==> src/rtl/alu_sched_pkg.sv <==
// Shared definitions for the round-robin add/subtract scheduler:
// FSM state encoding, operation mode encoding and the default width.
package alu_sched_pkg;

    // Default operand/result width
    localparam int ALU_SCHED_WIDTH = 4;

    // Scheduler FSM states
    typedef enum logic [1:0] {
        ST_IDLE = 2'd0,
        ST_EXEC = 2'd1,
        ST_RESP = 2'd2
    } state_t;

    // Operation mode carried with each request
    localparam logic MODE_ADD = 1'b0;
    localparam logic MODE_SUB = 1'b1;

endpackage

==> src/rtl/add_sub_unit.sv <==
// Purely combinational ripple-carry adder/subtractor.
// SUB is formed as a + ~b + 1: operand B is inverted by the mode bit and the
// mode bit is also injected as the carry into bit 0. The carry into the MSB
// is exported so the parent can derive signed overflow when it needs it.
module add_sub_unit #(
    parameter int WIDTH = 4
) (
    input  logic [WIDTH-1:0] a,
    input  logic [WIDTH-1:0] b,
    input  logic             m,
    output logic [WIDTH-1:0] sum,
    output logic             cout,
    output logic             msb_cin
);

    logic [WIDTH:0]   w_carry;
    logic [WIDTH-1:0] w_b_eff;

    // Ripple the carry through one full adder per bit
    always_comb begin
        w_b_eff    = b ^ {WIDTH{m}};
        w_carry    = '0;
        w_carry[0] = m;
        sum        = '0;
        for (int i = 0; i < WIDTH; i++) begin
            sum[i]       = a[i] ^ w_b_eff[i] ^ w_carry[i];
            w_carry[i+1] = (a[i] & w_b_eff[i]) | (w_carry[i] & (a[i] ^ w_b_eff[i]));
        end
    end

    assign cout    = w_carry[WIDTH];
    assign msb_cin = w_carry[WIDTH-1];

endmodule

==> src/rtl/alu_rr_scheduler.sv <==
// Two requesters share one add/subtract datapath under round-robin arbitration.
// Each operation walks IDLE (accept) -> EXEC (compute, register) -> RESP (hold
// result until the consumer takes it).
//
// Handshake: a transfer happens on a rising clk edge where valid && ready.
// Requesters hold valid and operands stable until ready; the scheduler only
// raises reqN_ready in IDLE for the granted requester. The response side holds
// rsp_valid and every rsp_* field stable until rsp_ready.
//
// Optional feature macro: ALU_SCHED_OVF_EN adds the rsp_ovf port and the
// signed-overflow register. Without it there is no rsp_ovf port.
module alu_rr_scheduler
    import alu_sched_pkg::*;
#(
    parameter int WIDTH = ALU_SCHED_WIDTH
) (
    input  logic             clk,
    input  logic             rst,
    input  logic             req0_valid,
    output logic             req0_ready,
    input  logic [WIDTH-1:0] req0_a,
    input  logic [WIDTH-1:0] req0_b,
    input  logic             req0_m,
    input  logic             req1_valid,
    output logic             req1_ready,
    input  logic [WIDTH-1:0] req1_a,
    input  logic [WIDTH-1:0] req1_b,
    input  logic             req1_m,
    output logic             rsp_valid,
    input  logic             rsp_ready,
    output logic             rsp_id,
    output logic [WIDTH-1:0] rsp_sum,
    output logic             rsp_cout,
`ifdef ALU_SCHED_OVF_EN
    output logic             rsp_ovf,
`endif
    output logic [1:0]       dbg_state
);

    state_t           r_state;
    state_t           w_state_nxt;
    logic             r_rr_ptr;
    logic             r_id;
    logic [WIDTH-1:0] r_a;
    logic [WIDTH-1:0] r_b;
    logic             r_m;
    logic [WIDTH-1:0] r_sum;
    logic             r_cout;

    logic             w_any_valid;
    logic             w_grant_id;
    logic             w_accept;
    logic             w_rsp_fire;
    logic [WIDTH-1:0] w_sum;
    logic             w_cout;
    logic             w_msb_cin;

    // Arbiter: a lone requester wins; on contention the round-robin pointer decides
    always_comb begin
        w_any_valid = req0_valid | req1_valid;
        if (req0_valid && req1_valid) begin
            w_grant_id = r_rr_ptr;
        end else begin
            w_grant_id = req1_valid;
        end
    end

    // Next-state and handshake outputs of the scheduler FSM
    always_comb begin
        w_state_nxt = r_state;
        req0_ready  = 1'b0;
        req1_ready  = 1'b0;
        w_accept    = 1'b0;
        w_rsp_fire  = 1'b0;
        rsp_valid   = 1'b0;
        case (r_state)
            ST_IDLE: begin
                if (w_any_valid) begin
                    req0_ready  = ~w_grant_id;
                    req1_ready  = w_grant_id;
                    w_accept    = 1'b1;
                    w_state_nxt = ST_EXEC;
                end
            end
            ST_EXEC: begin
                w_state_nxt = ST_RESP;
            end
            ST_RESP: begin
                rsp_valid = 1'b1;
                if (rsp_ready) begin
                    w_rsp_fire  = 1'b1;
                    w_state_nxt = ST_IDLE;
                end
            end
            default: begin
                w_state_nxt = ST_IDLE;
            end
        endcase
    end

    // FSM state register
    always_ff @(posedge clk or posedge rst) begin
        if (rst) begin
            r_state <= ST_IDLE;
        end else begin
            r_state <= w_state_nxt;
        end
    end

    // Capture the granted requester's operands and identity on accept
    always_ff @(posedge clk or posedge rst) begin
        if (rst) begin
            r_a  <= '0;
            r_b  <= '0;
            r_m  <= MODE_ADD;
            r_id <= 1'b0;
        end else if (w_accept) begin
            r_id <= w_grant_id;
            if (w_grant_id) begin
                r_a <= req1_a;
                r_b <= req1_b;
                r_m <= req1_m;
            end else begin
                r_a <= req0_a;
                r_b <= req0_b;
                r_m <= req0_m;
            end
        end
    end

    // Shared datapath, fed only from the captured operands
    add_sub_unit #(
        .WIDTH (WIDTH)
    ) u_add_sub (
        .a       (r_a),
        .b       (r_b),
        .m       (r_m == MODE_SUB),
        .sum     (w_sum),
        .cout    (w_cout),
        .msb_cin (w_msb_cin)
    );

    // Register the result at the end of the EXEC cycle
    always_ff @(posedge clk or posedge rst) begin
        if (rst) begin
            r_sum  <= '0;
            r_cout <= 1'b0;
        end else if (r_state == ST_EXEC) begin
            r_sum  <= w_sum;
            r_cout <= w_cout;
        end
    end

    // After a delivered response, the other requester gets priority next time
    always_ff @(posedge clk or posedge rst) begin
        if (rst) begin
            r_rr_ptr <= 1'b0;
        end else if (w_rsp_fire) begin
            r_rr_ptr <= ~r_id;
        end
    end

`ifdef ALU_SCHED_OVF_EN
    logic r_ovf;

    // Signed overflow: carry into the MSB differs from carry out of the MSB
    always_ff @(posedge clk or posedge rst) begin
        if (rst) begin
            r_ovf <= 1'b0;
        end else if (r_state == ST_EXEC) begin
            r_ovf <= w_msb_cin ^ w_cout;
        end
    end

    assign rsp_ovf = r_ovf;
`else
    logic w_unused_msb_cin;
    assign w_unused_msb_cin = w_msb_cin;
`endif

    assign rsp_id    = r_id;
    assign rsp_sum   = r_sum;
    assign rsp_cout  = r_cout;
    assign dbg_state = r_state;

endmodule

==> config.mk <==
export PLATFORM = sky130hd
export DESIGN_NAME = alu_rr_scheduler
export DESIGN_NICKNAME = d
export VERILOG_FILES = /design/src/rtl/alu_sched_pkg.sv /design/src/rtl/add_sub_unit.sv /design/src/rtl/alu_rr_scheduler.sv
export SDC_FILE = /design/constraint.sdc
export NUM_CORES = 1
export LEC_CHECK = 0
export ABC_AREA = 0
export BUFFER_PORTS_ARGS = -buffer_cell sky130_fd_sc_hd__buf_2
export CORE_MARGIN = 2
export CORE_UTILIZATION = 30
export CTS_BUF_LIST = sky130_fd_sc_hd__clkbuf_4 sky130_fd_sc_hd__clkbuf_8
export CTS_CLUSTER_DIAMETER = 30
export DETAILED_ROUTE_END_ITERATION = 10
export GPL_TIMING_DRIVEN = 0
export HOLD_SLACK_MARGIN = 0.05
export PLACE_DENSITY_LB_ADDON = 0.1
export SYNTH_ARGS = -nofsm -noshare
export SYNTH_HDL_FRONTEND = slang
export SYNTH_SLANG_ARGS = --single-unit
==> constraint.sdc <==
create_clock -name clk -period 2.21 [get_ports clk]
set_input_delay 0.442 -clock clk [delete_from_list [all_inputs] [get_ports clk]]
set_output_delay 0.442 -clock clk [all_outputs]
set_load 0.01 [all_outputs]
Word-level counts from Yosys, hierarchy flattened
Cells that the tools add are included.

Flip-flop bits (word level): 18. Latch bits: 0. Bits in writable memories: 0. ROM bits: 0. Input bits: 23. Output and inout bits: 11. Logic and storage cells: 55. Memories: 0.

$add $sub $neg: 0. $mul: 0. Div/mod/pow operators: 0. $lt $le $gt $ge: 0. Equality and inequality tests: 4. Shifts and indexed selects: 0. Multiplexer cells: 16. Bitwise gates (word level): 24. Reduce and logical (&&, ||, !) cells: 3.

Operator list (count): two-way mux 1 bit (11); bitwise AND 1 bit (8); two-way mux 4 bit (2); XOR 1 bit (8); case mux 2 bit (3 select lines) (1); bitwise OR 1 bit (5); two-way mux 2 bit (2); != test 2 bit, second input constant (2); XOR 4 bit (1); equality test 2 x 1 -> 1 bit, second input constant (1); equality test 2 bit, second input constant (1); logical NOT 2 bit (1); NOT 1 bit (2); AND reduction 2 bit (1); logical AND 1 bit (1).

Logic depth before layout (Yosys ltp)
Depth in word-level cells: 10. Mapped depth: 7. Depth with buffers taken out: 7.

Hierarchy
From an unflattened synthesis, not the netlist that was laid out.

Cells, all modules: 96. Area total of the unflattened synthesis: 984.7 µm².

By module, submodules not included: alu_rr_scheduler (times used 1, cells each 84, area an instance 863.3 µm², sequential area each 450.4 µm²); add_sub_unit (times used 1, cells each 12, area an instance 121.4 µm², sequential area each 0.0 µm²).

Worst setup path after synthesis
OpenSTA, ideal clock, no wires.

Path kind: register to register. Start: register r_b[0]. End: register r_sum[3] (netlist: rsp_sum[3]). Setup time: 128 ps. Arrival: 1988 ps. Required time: 2082 ps. Setup slack: 94 ps. Cell stages (with the launch flop): 8. Path buffers: 0. Period minus slack after synthesis: 2116 ps. Path through: dfrtp_1 > mux2_2 > fa_1 > inv_1 > fa_1 > inv_1 > fa_1 > mux2_1.

Word-level cells in the longest chain between the ends: 9. Elaborated cells between the ends (all ways): 10. Classes of those cells: bitwise (10).

RTL lines: from (decl) (line alu_rr_scheduler.sv:45) `logic [WIDTH-1:0] r_b;`; from (signal assigned) (line alu_rr_scheduler.sv:121) `r_b <= req1_b;`; from (signal assigned) (line alu_rr_scheduler.sv:125) `r_b <= req0_b;`; XOR 4 bit (*) (line add_sub_unit.sv:21) `w_b_eff = b ^ {WIDTH{m}};`; XOR 1 bit (line add_sub_unit.sv:27) `w_carry[i+1] = (a[i] & w_b_eff[i]) | (w_carry[i] & (a[i] ^ w_b_eff[i]));`; bitwise AND 1 bit (line add_sub_unit.sv:27); bitwise OR 1 bit (*) (line add_sub_unit.sv:27); bitwise AND 1 bit (*) (line add_sub_unit.sv:27); bitwise OR 1 bit (*) (line add_sub_unit.sv:27); bitwise AND 1 bit (*) (line add_sub_unit.sv:27); bitwise OR 1 bit (*) (line add_sub_unit.sv:27); XOR 1 bit (*) (line add_sub_unit.sv:26) `sum[i] = a[i] ^ w_b_eff[i] ^ w_carry[i];`; net u_add_sub.sum[3] (line add_sub_unit.sv:11) `output logic [WIDTH-1:0] sum,`; to (signal assigned) (line alu_rr_scheduler.sv:149) `r_sum <= w_sum;`; to (decl) (line alu_rr_scheduler.sv:47) `logic [WIDTH-1:0] r_sum;`.

The timed path passes the listed nets; every way through them passes the cells marked *. A chain may end at the register's enable or synchronous reset.

Worst setup path in the final report
Start: register r_m. End: register r_sum[3] (netlist: rsp_sum[3]).

Word-level cells in the longest chain between the ends: 9. Elaborated cells between the ends (all ways): 15. Classes of those cells: bitwise (15).

RTL lines: from (decl) (line alu_rr_scheduler.sv:46) `logic r_m;`; from (signal assigned) (line alu_rr_scheduler.sv:122) `r_m <= req1_m;`; from (signal assigned) (line alu_rr_scheduler.sv:126) `r_m <= req0_m;`; XOR 4 bit (line add_sub_unit.sv:21); XOR 1 bit (line add_sub_unit.sv:27); bitwise AND 1 bit (line add_sub_unit.sv:27); bitwise OR 1 bit (line add_sub_unit.sv:27); bitwise AND 1 bit (line add_sub_unit.sv:27); bitwise OR 1 bit (line add_sub_unit.sv:27); bitwise AND 1 bit (line add_sub_unit.sv:27); bitwise OR 1 bit (line add_sub_unit.sv:27); XOR 1 bit (*) (line add_sub_unit.sv:26); net u_add_sub.sum[3] (line add_sub_unit.sv:11).

Marked as above.

==> key figures <==
Power
  • Max IR drop VDD: 0.4196 mV
  • Power Dens Cells: around 1400 nW/um^2
  • Final Power: 1.708 mW
  • Leak pwr: between 0.5 and 0.6 nW

Die
  • Total core area: just over 3000 um^2
  • Die Wd: between 60 and 70 um
  • Die H: 60.30 um
  • Full die area: 3636 um^2
  • Initial Util: a little under a third
  • Core Rows: 20
  • I/O Pins: 34

Final layout
  • Area grow syn2layout: 30.13%
  • Final net count: 161
  • Layout cell share with drive strength beyond 1: between 30% and 40%
  • Fill count: 332
  • N_diodes: 0

Setup path
  • Crit-path slowest cell: dfrtp_2
  • Slowest cell delay on critical path: 0.44 ns
  • WP data arrival: 2.30 ns
  • Setup crit start kind: register
  • Required @ worst endpoint: 2.40 ns
  • R2R depth: 7
  • CP max FO: 3
  • Crit path kind: reg2reg
  • Critical path cell sequence: mux2_4 > fa_2 > inv_1 > fa_1 > inv_1 > fa_1 > mux2_1
  • CP endpoint kind: register
  • Flop2flop setup slack: 0.09 ns
  • FF-to-FF Start: r_m$_DFFE_PP0P_
  • R2R Path End: rsp_sum[3]$_DFFE_PP0N_

Run
  • Max-Cap Viols: 0

Timing
  • Slew @ Worst Pin: between 0.6 and 0.7 ns
  • Slew HR: 54.22%
  • # setup viols final: 0
  • Fin. max-slew vios: 0
  • Skew final: 0.0009602 ns
  • Final Hold Fails: 0
  • Final TNS setup: 0 ns
  • Fmax: around 0.47 GHz
  • Part of the cycle the worst path needs: approximately 96%
  • Fin crit period: 2.117 ns
  • Unrepaired setup endpoints after global routing: false

Logic synthesis
  • Sequential fraction of the synthesis area: 47.37%
  • Compound-Gate Fraction of Synth Area: 18.82%
  • Flops & latches, synth: 18
  • Post-Synth Adder-Cell Area: 6.316%
  • Number of synthesis warnings: 0
  • Most common flop cell mapped by yosys: dfrtp_1
  • Post-synth top area share: between 40% and 50%
  • Post-Synthesis Cells: between 90 and 100
  • Synth Area in Simple Gates: between 10 and 15%
  • Largest family of logic cells by synthesized area: compound AO/OA/AOI/OAI gates
  • Synth Net Count: 121
  • Mean Syn Cell Area: 10.01 um^2
  • Synth Cell Area: approximately 950 um^2
  • Post-synthesis mux area share: 4.737%
  • Post-synth top cells: dfrtp_1, o21ai_0, a21oi_1, a31oi_1, nand3_1
  • Largest area contributor in the synthesized netlist: dfrtp_1
  • Synth Area in XOR/XNOR: 3.684%
  • Count leader, synth: dfrtp_1
  • Post-synth EDFFs: 0
  • Post-synth cell types: 26
  • Top cells by area, synth: dfrtp_1, o21ai_0, fa_1
  • Post-synth ARST share: 100.0%

Route
  • Drt wl/cell: 11.65 um
  • ANT nets after route: 0
  • Post-Route WL: around 2100 um
  • Vias per inst: around 4.5
  • 1st-iter DRT viols: 15
  • Vias: about 800
  • TritonRoute pass-1 iters: 4
  • DRC: 0

Place
  • Dpl hpwl: 1602 um
  • IO buf count: 33
  • Gpl congestion: approximately 0.73

Clock tree
  • Clk buf depth: 2
  • CTS tree: yes
  • TritonCTS Buffers: 3
  • Max H-tree Level: 1
  • Clock Pin Slew Worst Setup and Hold Paths: 0.11 ns
  • Skew-Pair Late Insertion Delay: 0.29 ns
  • Clock Sinks: 18
  • CTS root buf: clkbuf_4
  • Hold-fix buffers, CTS: 0

GRT
  • Largest net degree at the start of global routing: 19
  • Initial antenna violation count: 0
  • Total track usage: 13.01%
  • Grt total ovfl: 0
  • Vias in the first global route: 745
  • Global-route wire length before repair: 3353 um

Worst hold path
  • HP Class: in2async

Run status
  • Status: finished, final reports clean
cell type report:
type | instances | area (um^2) | share of cell area (%)
multi-input cells | 65 | 452.9 | 36.60
flip-flops and latches | 18 | 451.7 | 36.50
repair buffers | 35 | 180.2 | 14.56
well taps | 44 | 55.05 | 4.449
clock buffers | 4 | 36.28 | 2.932
plain buffers | 5 | 32.53 | 2.629
inverters | 7 | 28.78 | 2.326
worst max-delay path, delay by kind of cell (launching register included):
kind	cells	cell delay (ns)
muxes	2	0.56
adders and majority gates	3	0.89
DFF	1	0.44
buffers and inverters	2	0.12
state kept, by name (all words and copies together) (netlist names):
name	flops
rsp_id	1
dbg_state	2
r_rr_ptr	1
r_m	1
rsp_sum	4
rsp_cout	1
r_b	4
r_a	4
logic make-up after synthesis:
kind of cell	Yosys count
compound gates	33
simple gates	21
flops	18
buf+inv	12
xor+xnor	4
mux	4
fa+ha+maj	3
per-stage QoR:
stage	worst slack (ns)	utilization, %	hold slack, ns	instances	cell area, um^2
global route	0.003319	40.87	0.2937	178	1237
floorplan	0.09410	-	0.3806	95	950.9
CTS	0.01119	40.12	0.2524	177	1215
detailed placement	0.01208	38.68	0.4769	172	1171
global placement	0.01205	38.68	0.4572	172	1171
finish	0.09321	40.87	0.2336	178	1237
worst max path at each step:
stage	start	end	slack, ns	cells after the start
6_report	r_m$_DFFE_PP0P_	rsp_sum[3]$_DFFE_PP0N_	0.09	7
5_1_grt	r_b[0]$_DFFE_PP0P_	rsp_sum[3]$_DFFE_PP0N_	0.003	7
4_1_cts	r_m$_DFFE_PP0P_	rsp_sum[3]$_DFFE_PP0N_	0.01	7
3_5_place_dp	r_b[0]$_DFFE_PP0P_	rsp_sum[3]$_DFFE_PP0N_	0.01	7
3_3_place_gp	r_b[0]$_DFFE_PP0P_	rsp_sum[3]$_DFFE_PP0N_	0.01	7
2_1_floorplan	r_b[0]$_DFFE_PP0P_	rsp_sum[3]$_DFFE_PP0N_	0.09	7
placed cells by master (no fill, tap or decap), types with 2 or more instances in the layout:
cell type | netlist | routed
buf_2 | 2 | 35
dfrtp_1 | 18 | 17
o21ai_0 | 13 | 13
a21oi_1 | 10 | 10
nand3_1 | 9 | 9
a31oi_1 | 9 | 9
inv_1 | 6 | 6
nand2_1 | 3 | 3
mux2_1 | 3 | 3
buf_4 | 1 | 3
clkbuf_4 | 0 | 3
nand2b_1 | 2 | 2
xnor2_1 | 2 | 2
fa_1 | 3 | 2
layer usage:
| layer | routed length [um] | track usage (%) | vias to the layer above | share of wire, % |
|---|---|---|---|---|
| met3 | 83 | 1.948 | 2 | 4.0 |
| met1 | 1011 | 16.76 | 357 | 49 |
| met4 | 27 | 7.619 | 0 | 1.3 |
| met5 | 0 | 0 | - | 0 |
| met2 | 951 | 20.65 | 22 | 46 |
| li1 | - | - | 412 | - |
where the power goes:
part	internal [mW]	switching [mW]	leakage, nW
Clock	0.100	0.106	0.0210
Combinational	0.416	0.455	0.359
Sequential	0.502	0.129	0.209
repair_timing:
item	4_1_cts	5_1_grt
setup endpoints to repair	1	2
setup buffers	1	1
gates resized for setup	0	4
endpoints found under the hold margin	0	0
No activity file was read; power rests on OpenSTA's default activity.
